### src/rtl/div_mon_pkg.sv
// rtl/div_mon_pkg.sv - shared FSM encoding and lock default for div_clk_monitor
package div_mon_pkg;

  typedef logic [1:0] mon_state_t;

  localparam mon_state_t ST_INIT  = 2'd0;
  localparam mon_state_t ST_HIGH  = 2'd1;
  localparam mon_state_t ST_LOW   = 2'd2;
  localparam mon_state_t ST_STUCK = 2'd3;

  localparam int unsigned LOCK_N_DEF = 4;

endpackage

### src/rtl/sync_edge_det.sv
// rtl/sync_edge_det.sv - two-flop synchroniser with rise/fall edge detection
module sync_edge_det (
  input  logic clk_in,
  input  logic rst,
  input  logic d,
  output logic rise,
  output logic fall
);

  logic meta_q;
  logic sync_q;
  logic dly_q;

  // Bring d into the clk_in domain, then keep one extra sample to find edges
  always_ff @(posedge clk_in or negedge rst) begin
    if (!rst) begin
      meta_q <= 1'b0;
      sync_q <= 1'b0;
      dly_q  <= 1'b0;
    end else begin
      meta_q <= d;
      sync_q <= meta_q;
      dly_q  <= sync_q;
    end
  end

  assign rise = sync_q & ~dly_q;
  assign fall = ~sync_q & dly_q;

endmodule

### src/rtl/div_clk_monitor.sv
// rtl/div_clk_monitor.sv - measures high/low phase, period, duty and lock of a divided clock
module div_clk_monitor
  import div_mon_pkg::*;
#(
  parameter int unsigned CNT_W  = 8,
  parameter int unsigned LOCK_N = LOCK_N_DEF
) (
  input  logic             clk_in,
  input  logic             rst,
  input  logic             div_clk,
  output logic [CNT_W-1:0] high_cnt,
  output logic [CNT_W-1:0] low_cnt,
  output logic [CNT_W:0]   period,
  output logic             meas_valid,
  output logic             duty_ok,
  output logic             locked,
  output logic             ovf
);

  localparam int unsigned      LW        = $clog2(LOCK_N + 1);
  localparam logic [CNT_W-1:0] CNT_ONE   = CNT_W'(1);
  localparam logic [CNT_W-1:0] CNT_MAX   = {CNT_W{1'b1}};
  localparam logic [LW-1:0]    LOCK_FULL = LW'(LOCK_N);
  localparam logic [LW-1:0]    LOCK_ONE  = LW'(1);

  logic rise;
  logic fall;

  mon_state_t       state_q, state_d;
  logic [CNT_W-1:0] cnt_q, cnt_d;
  logic [CNT_W-1:0] hi_q, hi_d;
  logic [CNT_W-1:0] high_cnt_q, high_cnt_d;
  logic [CNT_W-1:0] low_cnt_q, low_cnt_d;
  logic [CNT_W:0]   period_q, period_d;
  logic             meas_q, meas_d;
  logic [LW-1:0]    lock_q, lock_d;
  logic             ovf_q, ovf_d;
  logic [1:0]       settle_q, settle_d;

  logic             settle_done;
  logic             sat_next;
  logic [CNT_W:0]   new_period;
  logic [CNT_W-1:0] diff;

  sync_edge_det u_sync (
    .clk_in (clk_in),
    .rst    (rst),
    .d      (div_clk),
    .rise   (rise),
    .fall   (fall)
  );

  // The synchroniser leaves reset at 0, so an input already high looks like a
  // rise; edges are trusted only once the pipeline has refilled after reset.
  assign settle_done = (settle_q == 2'd3);
  assign sat_next    = (cnt_q == CNT_MAX - CNT_ONE);
  assign new_period  = {1'b0, hi_q} + {1'b0, cnt_q};

  // Phase-tracking FSM, measurement capture and lock bookkeeping
  always_comb begin
    state_d    = state_q;
    cnt_d      = cnt_q;
    hi_d       = hi_q;
    high_cnt_d = high_cnt_q;
    low_cnt_d  = low_cnt_q;
    period_d   = period_q;
    meas_d     = 1'b0;
    lock_d     = lock_q;
    ovf_d      = ovf_q;
    settle_d   = settle_done ? settle_q : settle_q + 2'd1;
    case (state_q)
      ST_INIT: begin
        if (rise && settle_done) begin
          state_d = ST_HIGH;
          cnt_d   = CNT_ONE;
        end
      end
      ST_HIGH: begin
        if (fall) begin
          hi_d    = cnt_q;
          cnt_d   = CNT_ONE;
          state_d = ST_LOW;
        end else if (sat_next) begin
          cnt_d   = CNT_MAX;
          ovf_d   = 1'b1;
          lock_d  = '0;
          state_d = ST_STUCK;
        end else begin
          cnt_d = cnt_q + CNT_ONE;
        end
      end
      ST_LOW: begin
        if (rise) begin
          low_cnt_d  = cnt_q;
          high_cnt_d = hi_q;
          period_d   = new_period;
          meas_d     = 1'b1;
          cnt_d      = CNT_ONE;
          state_d    = ST_HIGH;
          if (new_period != period_q) begin
            lock_d = LOCK_ONE;
          end else if (lock_q != LOCK_FULL) begin
            lock_d = lock_q + LOCK_ONE;
          end
        end else if (sat_next) begin
          cnt_d   = CNT_MAX;
          ovf_d   = 1'b1;
          lock_d  = '0;
          state_d = ST_STUCK;
        end else begin
          cnt_d = cnt_q + CNT_ONE;
        end
      end
      ST_STUCK: begin
        if (rise || fall) begin
          cnt_d   = '0;
          state_d = ST_INIT;
        end
      end
      default: begin
        cnt_d   = '0;
        state_d = ST_INIT;
      end
    endcase
  end

  // State and result registers
  always_ff @(posedge clk_in or negedge rst) begin
    if (!rst) begin
      state_q    <= ST_INIT;
      cnt_q      <= '0;
      hi_q       <= '0;
      high_cnt_q <= '0;
      low_cnt_q  <= '0;
      period_q   <= '0;
      meas_q     <= 1'b0;
      lock_q     <= '0;
      ovf_q      <= 1'b0;
      settle_q   <= 2'd0;
    end else begin
      state_q    <= state_d;
      cnt_q      <= cnt_d;
      hi_q       <= hi_d;
      high_cnt_q <= high_cnt_d;
      low_cnt_q  <= low_cnt_d;
      period_q   <= period_d;
      meas_q     <= meas_d;
      lock_q     <= lock_d;
      ovf_q      <= ovf_d;
      settle_q   <= settle_d;
    end
  end

  assign diff = (high_cnt_q >= low_cnt_q) ? (high_cnt_q - low_cnt_q)
                                          : (low_cnt_q - high_cnt_q);

  // A zero period means nothing has been measured yet
  assign duty_ok    = (period_q != '0) && (diff <= CNT_ONE);
  assign high_cnt   = high_cnt_q;
  assign low_cnt    = low_cnt_q;
  assign period     = period_q;
  assign meas_valid = meas_q;
  assign locked     = (lock_q == LOCK_FULL);
  assign ovf        = ovf_q;

endmodule

### config.mk
export PLATFORM = sky130hd
export DESIGN_NAME = div_clk_monitor
export DESIGN_NICKNAME = d
export VERILOG_FILES = /design/src/rtl/div_mon_pkg.sv /design/src/rtl/sync_edge_det.sv /design/src/rtl/div_clk_monitor.sv
export SDC_FILE = /design/constraint.sdc
export NUM_CORES = 1
export LEC_CHECK = 0
export CAP_MARGIN = 40
export CORE_UTILIZATION = 54
export CTS_BUF_LIST = sky130_fd_sc_hd__clkbuf_8
export CTS_CLUSTER_SIZE = 28
export DETAILED_ROUTE_END_ITERATION = 7
export PLACE_DENSITY_LB_ADDON = 0.12
export SLEW_MARGIN = 20
export SYNTH_ARGS = -nofsm -noshare
export SYNTH_HDL_FRONTEND = slang
export SYNTH_HIERARCHICAL = 1
export SYNTH_SLANG_ARGS = --single-unit
### constraint.sdc
create_clock -name clk_in -period 2.96 [get_ports clk_in]
set_input_delay 0.296 -clock clk_in [delete_from_list [all_inputs] [get_ports clk_in]]
set_output_delay 0.296 -clock clk_in [all_outputs]
set_load 0.03 [all_outputs]
# After elaboration in Yosys (flattened, before gate mapping)
# Index checks and enable logic that the tools add are counted.
# classes
add_sub_neg,6
magnitude_cmp,2
n_eq_ne,13
n_mux,25
bitwise,4
reduce_logical,11
# ops
operator,n
8-bit two-way mux,6
8-bit case mux with 4 select lines,1
8-bit subtractor,2
3-bit two-way mux,5
2-bit two-way mux,5
8-bit by 8-bit adder with 9-bit output,1
9-bit inequality test,1
9-bit nonzero test,1
8-bit by 1-bit adder with 8-bit output (second input constant),1
8-bit == test (second input constant),1
8-bit greater-or-equal comparator,1
8-bit by 1-bit <= comparator with 1-bit output (second input constant),1
2-bit inequality test (second input constant),4
2-bit case mux with 4 select lines,1
2-bit == test (second input constant),3
3-bit case mux with 2 select lines,1
2-bit AND reduction,3
3-bit AND reduction,2
1-bit two-way mux,5
4-bit inequality test (second input constant),1
3-bit by 1-bit adder with 3-bit output (second input constant),1
3-bit == test (second input constant),1
3-bit inequality test (second input constant),1
2-bit by 1-bit adder with 2-bit output (second input constant),1
other kinds (8),11
# totals
reg_bits,53
inputBits,3
output_inout_bits,29

# Depth between registers and ports, before layout
# depth
ltp_word,5
ltp_mapped,11

# Hierarchy
# Netlist, hierarchy kept.
# by_module_without_submodules
module,instances,cells_each,area_per_inst_um2
div_clk_monitor,1,391,3559.7
sync_edge_det,1,5,90.1

# Worst setup path after synthesis
# OpenSTA, ideal clock, no wires.
# synth_timing
kind,reg-to-output
start,"register high_cnt_q[0], in the netlist high_cnt[0]"
end,output port duty_ok
arrival_time_ns,3.098
required_ns,2.664
slack_ns,-0.434
path_stages_with_launch,12
path_buffers,0
cell_sequence,dfrtp_1 -> inv_1 -> ha_1 -> inv_1 -> fa_1 -> a21o_4 -> a2111oi_4 -> or2_1 -> nand2_1 -> a311oi_1 -> nand4_1 -> nor4_2
# synth_via
elab_chain_cells,4
# synth_rtl
item,line,text
from (decl),div_clk_monitor.sv:32,"logic [CNT_W-1:0] high_cnt_q, high_cnt_d;"
from (signal assigned),div_clk_monitor.sv:144,high_cnt_q <= high_cnt_d;
8-bit subtractor (tied with other cells),div_clk_monitor.sv:155,: (low_cnt_q - high_cnt_q);
8-bit two-way mux *,div_clk_monitor.sv:154,assign diff = (high_cnt_q >= low_cnt_q) ? (high_cnt_q - low_cnt_q)
8-bit by 1-bit <= comparator with 1-bit output *,div_clk_monitor.sv:158,assign duty_ok = (period_q != '0) && (diff <= CNT_ONE);
1-bit logical AND *,div_clk_monitor.sv:158,
to (decl),div_clk_monitor.sv:15,"output logic duty_ok,"
# Every way passes the cells marked *; elsewhere a longest branch is shown, timed or not.

# Final worst setup path
# Ends and elaborated chain as after synthesis.

==> impl_metrics.json <==
{
  "multiInputGateArea_um2": 2210,
  "powerDensity_nw_per_um2": 868,
  "cts_made_buffers": 5,
  "fp.dieArea_um2": 7090,
  "max_transition_viols_final": 0,
  "final_nets": 481,
  "pre_cts_slack_ps": -153,
  "synthDistinctLibCells": 65,
  "max_cap_violations": 0,
  "min_from": "u_sync/meta_q",
  "stdcell_count": 525,
  "cp-end-kind": "output port",
  "groute.layer.met3.usage": 0.0413,
  "r2r_slack_ps": 70,
  "tritoncts_num_sinks": 53,
  "placed_cells_incl_taps": 509,
  "detail_route.drc_violations": 6,
  "outcome": "complete, but fails checks",
  "final_setup_viols": 1,
  "finalWirelength_um": 8950,
  "place_congestion": 0.881,
  "detail_routed_via_count_per_cell": 6.04,
  "fmax_mhz": 287,
  "clock_latency_ps": 310,
  "timing.rr.start": "cnt_q[0]",
  "yosys_register_bits": 53,
  "hold_path_depth": 0,
  "violations": "design-rule violations, negative setup slack",
  "synthDominantCellAreaShare": 0.363,
  "drive_gt1_frac": 0.185,
  "antennaDiodeCount": 0,
  "post-route-cell-area_um2": 4410,
  "crit_required_ps": 2660,
  "synthCells": 396,
  "avgSynthCellArea_um2": 9.22,
  "drt_pass1_iterations": 6,
  "gr-usage-met2": 0.434,
  "crit_type": "flip-flop to output port",
  "ios": 32,
  "wl_per_cell_um": 17.0,
  "grt_first_pass_wirelength_um": 14800,
  "ff2ff_path_depth": 10,
  "cts.root.buffer_cell": "clkbuf_8",
  "layout.area.seq_um2": 1330,
  "htree_num_levels": 2,
  "floorplan.initialDensity": 0.568,
  "synth-edff-count": 0,
  "crit_fanout": 6,
  "post-dp-hpwl_um": 6430,
  "synth.area.top_cells": "dfrtp_1 (36%), ha_1 (9.6%), nand2_1 (5.6%)",
  "global_route.usage.total": 0.263,
  "gr-max-usage-layer": "met2",
  "timing_hold_violations_final": 0,
  "finalCritPeriodShare": 1.18,
  "detail_route.iter0.violations": 215,
  "worst_case_headroom_to_the_max_slew_limit": 0.513,
  "syn2layout_area_growth_pct": 20.8,
  "filler_cell_count": 521,
  "synth-async-reset-ratio": 1.00,
  "clock_skew_ps": 4.59,
  "synth_area_um2": 3650,
  "numPortBuffers": 31,
  "tritoncts": "yes",
  "dr_total_vias": 3172,
  "synth.yosys.seq_area_share": 0.363,
  "critPathLaunchType": "flip-flop",
  "die-width_um": 84.2,
  "via_count_of_the_first_global_routing_pass": 3013,
  "core-area_um2": 6420,
  "grt_start_max_net_pins": 37,
  "placed_area_um2": 4130,
  "min_path_type": "flip-flop to flip-flop",
  "post_syn_nets": 430,
  "largest_buffer_count_on_any_clock_path": 2,
  "yosysWarningCount": 6,
  "worst_r2r_endpoint": "lock_q[0]",
  "antenna_violating_nets_post_route": 0,
  "row_count": 29,
  "period_minus_slack_ps": 3490,
  "grt_util_met1": 0.368,
  "total_leakage_power_nw": 1.96,
  "post-synth-top-area-cell": "dfrtp_1",
  "dieHeight_um": 84.2,
  "grt_setup_unrepaired": "yes",
  "irDropWorstVdd_v": 0.000468,
  "postLayoutSetupSlackWorst_ps": -527,
  "antenna_found_initial": 0,
  "worstPathArrival_ps": 3190,
  "hold_slack_ps": 357,
  "timing_worst_slew_pin_value_ps": 725,
  "hold_path_end": "u_sync/sync_q",
  "synth_ff_type": "dfrtp_1",
  "globalRouteOverflowTotal": 0,
  "total_power_w": 0.00383,
  "worst_setup_hold_path_clk_slew_ps": 90
}
metrics by stage:
step           setup TNS (ps)  utilization
3_5_place_dp             -153        0.643
6_report                 -527        0.687
2_1_floorplan            -139            -
5_1_grt                  -711        0.687
3_3_place_gp            -60.9        0.643
4_1_cts                  -519        0.661
Yosys cell counts (5+ instances only):
| cell | number |
|---|---|
| a21oi_1 | 16 |
| ha_1 | 28 |
| nor2_1 | 11 |
| a22o_1 | 5 |
| nand3b_1 | 5 |
| nand4_1 | 6 |
| inv_1 | 26 |
| xor2_1 | 7 |
| nor3_1 | 9 |
| o21ai_0 | 39 |
| a31oi_1 | 8 |
| and3_1 | 7 |
| clkbuf_1 | 7 |
| a21o_1 | 6 |
| nand3_1 | 11 |
| o21ai_1 | 5 |
| dfrtp_1 | 53 |
| mux2_2 | 7 |
| nand2_1 | 54 |
| xnor2_1 | 12 |
timing repair:
action,CTS,global route
hold buffers,0,1
hold endpoints to repair,0,18
buffers inserted,0,6
cloned,0,0
resized for setup,0,13
pin swaps,0,14
endpoints found under the setup margin,1,4
power breakdown:
part	switching (W)	internal [W]	total, W
registers	0.000131	0.000844	0.000975
clock network	0.000237	0.000273	0.000510
logic	0.00124	0.00110	0.00235
total	0.00161	0.00222	0.00383
flip-flops by register name (all words and copies together), names as in the netlist, 2 cells and up:
| register | count |
|---|---|
| cnt_q | 8 |
| hi_q | 8 |
| high_cnt | 8 |
| lock_q | 3 |
| low_cnt | 8 |
| period | 9 |
| settle_q | 2 |
| state_q | 2 |
logic make-up after synthesis:
kind of cell / synth area share
buffers and inverters: 0.0555
DFF: 0.363
and+or+nand+nor: 0.188
adders and majority gates: 0.112
muxes: 0.0216
AOI/OAI and AO/OA: 0.209
xor gates and xnor gates: 0.0501
routing by layer:
layer | wire length [µm] | vias up
met5 | 0 | -
met4 | 110 | 0
met3 | 378 | 10
met2 | 4220 | 90
met1 | 4240 | 1544
li1 | - | 1528
worst max path at each step:
stage / from / to / slack, ps / cells past startpoint
final: high_cnt[0] / duty_ok / -530 / 12
after global routing: high_cnt[0] / duty_ok / -690 / 13
after CTS: high_cnt[0] / duty_ok / -520 / 12
after detailed placement: high_cnt[0] / duty_ok / -150 / 12
after global placement: high_cnt[0] / duty_ok / -60 / 12
after floorplan: high_cnt[0] / duty_ok / -140 / 11
layout by cell type, fill, tap and decap left out, drive strengths merged, types with 2 or more instances in the layout:
| cell | count |
|---|---|
| a22o | 5 |
| nor3 | 9 |
| xnor2 | 13 |
| clkbuf | 6 |
| o21ai | 44 |
| inv | 28 |
| nand2 | 54 |
| nand2b | 2 |
| a21oi | 18 |
| and2 | 2 |
| ha | 28 |
| o21a | 2 |
| nor2 | 11 |
| o31ai | 3 |
| nand4 | 6 |
| o211ai | 2 |
| o22ai | 3 |
| a221oi | 4 |
| clkdlybuf4s50 | 29 |
| or3 | 3 |
| nand3b | 6 |
| nor4 | 7 |
| or2 | 5 |
| and3 | 7 |
| nand3 | 11 |
| a311oi | 2 |
| a31oi | 8 |
| nor2b | 2 |
| o41ai | 2 |
| mux2 | 7 |
| fa | 3 |
| a21o | 7 |
| xor2 | 7 |
| buf | 31 |
| dfrtp | 53 |
final cells by class:
type                    count  share of cell area
clock inverters             2             0.00766
well taps                  77              0.0218
flip-flops and latches     53               0.302
inverters                  27              0.0230
multi-input cells         299               0.502
clock buffers               6              0.0187
repair buffers             61               0.125
critical path, stage by stage, from the launching register on:
cell	delay, ps
dfrtp_2	420
inv_2	60
ha_1	160
inv_1	60
fa_2	350
a21o_4	230
a2111oi_4	490
o21ai_2	120
a221oi_2	260
o22ai_2	100
xor2_1	180
nor4_4	260
buf_4	200
Power figures use the tool's default switching activity.
